File: src/rtl/sim_ctrl_pkg.sv
// Shared types for the simulation controller/monitor: end-of-test status,
// controller state and the default tohost address that test classes also use.
package sim_ctrl_pkg;

    typedef enum logic [1:0] {
        RUNNING = 2'd0,
        PASS    = 2'd1,
        FAIL    = 2'd2,
        HANG    = 2'd3
    } status_t;

    typedef enum logic [1:0] {
        RST_HOLD = 2'd0,
        RUN      = 2'd1,
        DONE     = 2'd2
    } state_t;

    localparam logic [31:0] TOHOST_ADDR_DEFAULT = 32'h0000_1000;

endpackage

File: src/rtl/sat_counter.sv
// Saturating up-counter with synchronous clear. The value sticks at all-ones
// instead of wrapping so long runs never report a misleadingly small count.
module sat_counter #(
    parameter int unsigned W = 8
) (
    input  logic         clk,
    input  logic         clr,
    input  logic         inc,
    output logic [W-1:0] q
);

    logic [W-1:0] q_r;

    // Clear has priority; increment stops once the counter is all-ones.
    always_ff @(posedge clk) begin
        if (clr) begin
            q_r <= {W{1'b0}};
        end else if (inc && (q_r != {W{1'b1}})) begin
            q_r <= q_r + {{(W-1){1'b0}}, 1'b1};
        end
    end

    assign q = q_r;

endmodule

File: src/rtl/sim_ctrl_monitor.sv
// Simulation controller/monitor placed next to the datapath in the bench top.
// Holds the core in reset for RST_CYCLES edges, then watches PC and the
// data-memory write bus and declares end-of-test on a tohost write, a PC
// self-loop or the watchdog. All outputs are registered and freeze in DONE.
module sim_ctrl_monitor
    import sim_ctrl_pkg::*;
#(
    parameter int unsigned       XLEN         = 32,
    parameter int unsigned       CNT_W        = 32,
    parameter int unsigned       RST_CYCLES   = 4,
    parameter logic [XLEN-1:0]   TOHOST_ADDR  = XLEN'(TOHOST_ADDR_DEFAULT),
    parameter int unsigned       STALL_CYCLES = 8,
    parameter int unsigned       TIMEOUT      = 100000
) (
    input  logic             i_clk,
    input  logic             i_rst,
    input  logic [XLEN-1:0]  i_pc,
    input  logic [XLEN-1:0]  i_dm_addr,
    input  logic [XLEN-1:0]  i_dm_wdata,
    input  logic             i_dm_wen,
    output logic             o_core_rstn,
    output logic             o_done,
    output logic [1:0]       o_status,
    output logic             o_timeout,
    output logic [XLEN-1:0]  o_fail_code,
    output logic [CNT_W-1:0] o_cycles,
    output logic [CNT_W-1:0] o_retired
);

    // Terminal counts are "value before increment" so the event edge is the
    // one on which the counter would reach the programmed limit.
    localparam logic [CNT_W-1:0] HOLD_LAST  = CNT_W'(RST_CYCLES - 32'd1);
    localparam logic [CNT_W-1:0] STALL_LAST = CNT_W'(STALL_CYCLES - 32'd1);
    localparam logic [CNT_W-1:0] WDOG_LAST  = CNT_W'(TIMEOUT - 32'd1);
    localparam logic             STALL_EN   = (STALL_CYCLES != 32'd0);
    localparam logic             WDOG_EN    = (TIMEOUT != 32'd0);

    state_t            state_r;
    state_t            state_nxt_s;
    status_t           status_r;
    status_t           status_nxt_s;
    logic              done_r;
    logic              done_nxt_s;
    logic              timeout_r;
    logic              timeout_nxt_s;
    logic              core_rstn_r;
    logic              core_rstn_nxt_s;
    logic [XLEN-1:0]   fail_code_r;
    logic [XLEN-1:0]   fail_code_nxt_s;
    logic [XLEN-1:0]   prev_pc_r;
    logic              prev_valid_r;

    logic              run_s;
    logic              pc_changed_s;
    logic              retire_s;
    logic              same_pc_s;
    logic              tohost_hit_s;
    logic              tohost_pass_s;
    logic              stall_hit_s;
    logic              wdog_hit_s;
    logic              hold_done_s;
    logic              stall_clr_s;

    logic [CNT_W-1:0]  cycles_q_s;
    logic [CNT_W-1:0]  retired_q_s;
    logic [CNT_W-1:0]  stall_q_s;
    logic [CNT_W-1:0]  wdog_q_s;
    logic [CNT_W-1:0]  hold_q_s;

    // The first RUN cycle has no valid PC history, so it neither retires nor stalls.
    assign run_s         = (state_r == RUN);
    assign pc_changed_s  = (i_pc != prev_pc_r);
    assign retire_s      = run_s && prev_valid_r && pc_changed_s;
    assign same_pc_s     = run_s && prev_valid_r && !pc_changed_s;
    assign stall_clr_s   = i_rst || retire_s;

    // A zero tohost value is not a verdict and is ignored.
    assign tohost_hit_s  = run_s && i_dm_wen && (i_dm_addr == TOHOST_ADDR)
                           && (i_dm_wdata != {XLEN{1'b0}});
    assign tohost_pass_s = (i_dm_wdata == {{(XLEN-1){1'b0}}, 1'b1});
    assign stall_hit_s   = STALL_EN && same_pc_s && (stall_q_s == STALL_LAST);
    assign wdog_hit_s    = WDOG_EN && run_s && (wdog_q_s == WDOG_LAST);
    assign hold_done_s   = (hold_q_s == HOLD_LAST);

    sat_counter #(.W(CNT_W)) u_cycle_cnt (
        .clk (i_clk),
        .clr (i_rst),
        .inc (run_s),
        .q   (cycles_q_s)
    );

    sat_counter #(.W(CNT_W)) u_retire_cnt (
        .clk (i_clk),
        .clr (i_rst),
        .inc (retire_s),
        .q   (retired_q_s)
    );

    sat_counter #(.W(CNT_W)) u_stall_cnt (
        .clk (i_clk),
        .clr (stall_clr_s),
        .inc (same_pc_s),
        .q   (stall_q_s)
    );

    sat_counter #(.W(CNT_W)) u_wdog_cnt (
        .clk (i_clk),
        .clr (i_rst),
        .inc (run_s),
        .q   (wdog_q_s)
    );

    sat_counter #(.W(CNT_W)) u_hold_cnt (
        .clk (i_clk),
        .clr (i_rst),
        .inc (state_r == RST_HOLD),
        .q   (hold_q_s)
    );

    // PC history: sampled every RUN cycle, invalid outside RUN so RUN entry starts clean.
    always_ff @(posedge i_clk) begin
        if (i_rst) begin
            prev_pc_r    <= {XLEN{1'b0}};
            prev_valid_r <= 1'b0;
        end else if (run_s) begin
            prev_pc_r    <= i_pc;
            prev_valid_r <= 1'b1;
        end else if (state_r == RST_HOLD) begin
            prev_valid_r <= 1'b0;
        end
    end

    // Next state and next output values; end conditions ranked tohost > stall > watchdog.
    always_comb begin
        state_nxt_s     = state_r;
        status_nxt_s    = status_r;
        done_nxt_s      = done_r;
        timeout_nxt_s   = timeout_r;
        fail_code_nxt_s = fail_code_r;
        core_rstn_nxt_s = core_rstn_r;
        case (state_r)
            RST_HOLD: begin
                if (hold_done_s) begin
                    state_nxt_s     = RUN;
                    core_rstn_nxt_s = 1'b1;
                end else begin
                    state_nxt_s     = RST_HOLD;
                    core_rstn_nxt_s = 1'b0;
                end
            end
            RUN: begin
                if (tohost_hit_s) begin
                    state_nxt_s = DONE;
                    done_nxt_s  = 1'b1;
                    if (tohost_pass_s) begin
                        status_nxt_s    = PASS;
                        fail_code_nxt_s = {XLEN{1'b0}};
                    end else begin
                        status_nxt_s    = FAIL;
                        fail_code_nxt_s = {1'b0, i_dm_wdata[XLEN-1:1]};
                    end
                end else if (stall_hit_s) begin
                    state_nxt_s   = DONE;
                    done_nxt_s    = 1'b1;
                    status_nxt_s  = HANG;
                    timeout_nxt_s = 1'b0;
                end else if (wdog_hit_s) begin
                    state_nxt_s   = DONE;
                    done_nxt_s    = 1'b1;
                    status_nxt_s  = HANG;
                    timeout_nxt_s = 1'b1;
                end else begin
                    state_nxt_s = RUN;
                end
            end
            DONE: begin
                state_nxt_s = DONE;
            end
            default: begin
                state_nxt_s     = RST_HOLD;
                core_rstn_nxt_s = 1'b0;
            end
        endcase
    end

    // State and status registers; reset returns everything to RST_HOLD from any state.
    always_ff @(posedge i_clk) begin
        if (i_rst) begin
            state_r     <= RST_HOLD;
            status_r    <= RUNNING;
            done_r      <= 1'b0;
            timeout_r   <= 1'b0;
            fail_code_r <= {XLEN{1'b0}};
            core_rstn_r <= 1'b0;
        end else begin
            state_r     <= state_nxt_s;
            status_r    <= status_nxt_s;
            done_r      <= done_nxt_s;
            timeout_r   <= timeout_nxt_s;
            fail_code_r <= fail_code_nxt_s;
            core_rstn_r <= core_rstn_nxt_s;
        end
    end

    assign o_core_rstn = core_rstn_r;
    assign o_done      = done_r;
    assign o_status    = status_r;
    assign o_timeout   = timeout_r;
    assign o_fail_code = fail_code_r;
    assign o_cycles    = cycles_q_s;
    assign o_retired   = retired_q_s;

endmodule

File: config.mk
export PLATFORM = sky130hd
export DESIGN_NAME = sim_ctrl_monitor
export DESIGN_NICKNAME = d
export VERILOG_FILES = /design/src/rtl/sim_ctrl_pkg.sv /design/src/rtl/sat_counter.sv /design/src/rtl/sim_ctrl_monitor.sv
export SDC_FILE = /design/constraint.sdc
export NUM_CORES = 1
export LEC_CHECK = 0
export CAP_MARGIN = 0
export CORE_MARGIN = 2
export CORE_UTILIZATION = 35
export DETAILED_ROUTE_END_ITERATION = 7
export PLACE_DENSITY = 0.56
export REMOVE_ABC_BUFFERS = 1
export SYNTH_ARGS = -nofsm -noshare
export SYNTH_HDL_FRONTEND = slang
export SYNTH_HIERARCHICAL = 1
export SYNTH_SLANG_ARGS = --single-unit
File: constraint.sdc
create_clock -name i_clk -period 4.15 [get_ports i_clk]
set_input_delay 0.415 -clock i_clk [delete_from_list [all_inputs] [get_ports i_clk]]
set_output_delay 0.415 -clock i_clk [all_outputs]
set_load 0.05 [all_outputs]
==> results.md <==
* Post-Layout Cell Count at 2025
* Starting Density at 35.7%
* Placed cells at 1974
* Vias in the first global route at 10500
* Die Span Y at 187 um
* # resized after CTS at 0
* Post-route ant nets at 0
* Setup bufs post-CTS at 0
* Crit path time final at 3.28 ns
* Post-DR wirelength/cell at 16.0 um
* Maximum VDD drop at 0.000313 V
* Hold WS at 0.256 ns
* Clk slew on worst S/H paths at 0.06 ns
* Vias/cell at 5.48
* Syn_area_per_cell at 8.43 sq um
* Area delta synth->final at 29.7%
* # hold bufs at CTS at 0
* Die X at 187 um
* Vias at 11100
* Period utilization at 79.1%
* CTS root buf: clkbuf_16
* Status: finished clean
* Initial antenna violation count at 1
* Final-stage net count at 1669
* Clk_skew at 0.0122 ns
* Leak pwr at 4.66 nW
* Max cap viols at 0
* Fraction of layout cells with a size suffix above 1 at 7.52%
* Mapped cell area at 11700 sq um
* Max Root-Sink Buffers at 3
* Worst slew margin at 45.1%
* Startpoint Class: flop
* Largest net degree at the start of global routing at 83
* H-tree lvl count at 1
* Data required time of the worst path at 4.59 ns
* Gpl congestion at 0.782
* RSZ-0062 raised after global routing: false
* Rows at 66
* Worst min-delay path class: primary input to flop
* Most frequent cells in the layout: dfxtp_1 (231), clkdlybuf4s50_1 (197), a21oi_1 (145)
* Largest fanout on the critical path at 6
* TritonRoute pass-1 iters at 5
* Seq cells post-synth at 231
* Max Clk Rate at 0.305 GHz
* Final Hold Fails at 0
* DRT iter0 DRCs at 674
* I/O Buffers at 198
* Diode count at 0
* Synth Instances at 1385
* First-pass GRT wire length at 53800 um
* Fin. max-slew vios at 0
* DRC viols at 0
* GRT Resource Usage Total at 18.1%
* Cts bufs inserted at 28
* CP Capture Type: flop
* Detailed Route WL at 32500 um
* Most common cell after layout, fill and taps aside: dfxtp_1
* Kind of critical path: flop to flop
* CTS tree: built
* IO Pins at 200
* Unique masters post-synth at 50
* Global route overflow at 0
* Total Die Area at 34800 sq um
* Pwr Density at 350 nW/um^2
* Core area at 32700 sq um
* Ys Warns at 6
* Later-pin clock latency in the skew report at 0.55 ns
* Detailed Place HPWL at 23100 um
* Crit path arrival time at 3.72 ns
* Worst Tran Pin Value at 0.816 ns
* Sequential fraction of the synthesis area at 39.6%
* CTS Sinks at 231
* Endpoints failing setup at 0
==> logic make-up after synthesis <==
logic type	count (synthesis)	share of synthesized area [%]
AND/OR/NAND/NOR	655	31.6
AO/OA/AOI/OAI	287	15.5
other	1	0.0321
flip-flops	231	39.6
multiplexers	47	4.14
buffers and inverters	89	3.21
adder cells (fa/ha/maj)	8	0.857
XOR/XNOR	67	5.03
==> final timing paths <==
path	endpoint	slack [ns]	cells after the start	startpoint
max	u_stall_cnt/q[31]	0.87	11	prev_pc_r[15]
min	u_wdog_cnt/q[1]	0.26	2	i_rst
min reg2reg	o_fail_code[19]	0.45	2	o_fail_code[19]
max reg2reg	u_stall_cnt/q[31]	0.87	11	prev_pc_r[15]
==> through the flow <==
stage          instance area [sq um]  worst slack (ns)  utilization [%]  power (W)  TNS [ns]
2_1_floorplan                  11400            -0.301                -    0.00249     -1.39
3_3_place_gp                   14100             0.265             43.2    0.00268         0
3_5_place_dp                   14100             0.265             43.2    0.00268         0
4_1_cts                        15100             0.779             46.3    0.00539         0
5_1_grt                        15100             0.603             46.3    0.00550         0
6_report                       15100             0.867             46.3    0.00530         0
==> routing by layer <==
layer  GRT usage [%]  up-vias  routed length [um]
met5               0        -                  12
met3            4.91       41                2130
met2            30.1      221               14900
li1                -     5592                   -
met1            23.3     5243               14800
met4            3.94        2                 612
==> flip-flops by register name, summed over array words and instances, names as in the netlist, 31 cells and up <==
name            flops
u_wdog_cnt/q       32
u_stall_cnt/q      32
u_hold_cnt/q       32
prev_pc_r          32
o_fail_code        31
u_cycle_cnt/q      32
u_retire_cnt/q     32
==> worst max-delay path, stage by stage (launching register included) <==
cell	delay [ns]
dfxtp_1	0.32
xor2_1	0.16
nor4_1	0.56
buf_4	0.21
nand2_1	0.07
nor4_1	0.49
nand4_1	0.22
nor4_2	0.25
buf_4	0.18
nand4_1	0.09
nor4_1	0.25
mux2_2	0.36
==> synthesized netlist by cell type (all sizes together) <==
cell | count | share of area (%)
nor4b | 2 | 0.15
and4 | 20 | 1.5
and3 | 20 | 1.3
or4 | 61 | 3.9
nor2 | 116 | 3.7
a21oi | 145 | 6.2
or3 | 57 | 3.3
o31ai | 60 | 3.9
xor2 | 37 | 2.8
mux2 | 10 | 0.96
clkbuf | 49 | 1.6
a31oi | 6 | 0.32
a41o | 2 | 0.17
or3b | 5 | 0.38
nand2b | 6 | 0.32
nand4 | 59 | 3.2
a221oi | 1 | 0.075
nand3 | 72 | 3.3
a2111oi | 10 | 0.75
conb | 1 | 0.032
a31o | 6 | 0.45
and4b | 1 | 0.086
nor3 | 17 | 0.73
a21o | 5 | 0.32
nor4 | 66 | 3.9
and2 | 5 | 0.27
dfxtp | 231 | 40
nand2 | 118 | 3.8
o21ai | 40 | 1.7
nand3b | 1 | 0.064
nand4b | 1 | 0.075
or2 | 6 | 0.32
nor2b | 10 | 0.54
nor4bb | 2 | 0.17
a211oi | 6 | 0.39
xnor2 | 30 | 2.3
inv | 14 | 0.45
o41ai | 5 | 1.2
mux2i | 37 | 3.2
ha | 8 | 0.86
a41oi | 1 | 0.075
buf | 26 | 1.2
nor3b | 10 | 0.64
==> layout make-up <==
| cell class | count | area [sq um] |
|---|---|---|
| Clock buffer | 35 | 727 |
| Clock inverter | 16 | 275 |
| Fill cell | 3263 | 17600 |
| Inverter | 14 | 52.6 |
| Multi-Input combinational cell | 1065 | 6720 |
| Sequential cell | 231 | 4620 |
| Tap cell | 442 | 553 |
| Timing Repair Buffer | 222 | 2190 |
==> power by group <==
part | internal [W] | total, W | switching [W] | leakage, nW
sequential | 0.00225 | 0.00228 | 0.0000308 | 1.86
combinational | 0.000177 | 0.000349 | 0.000172 | 2.32
clock | 0.00168 | 0.00267 | 0.000989 | 0.483
total | 0.00411 | 0.00530 | 0.00119 | 4.66
No activity file was read; power rests on OpenSTA's default activity.
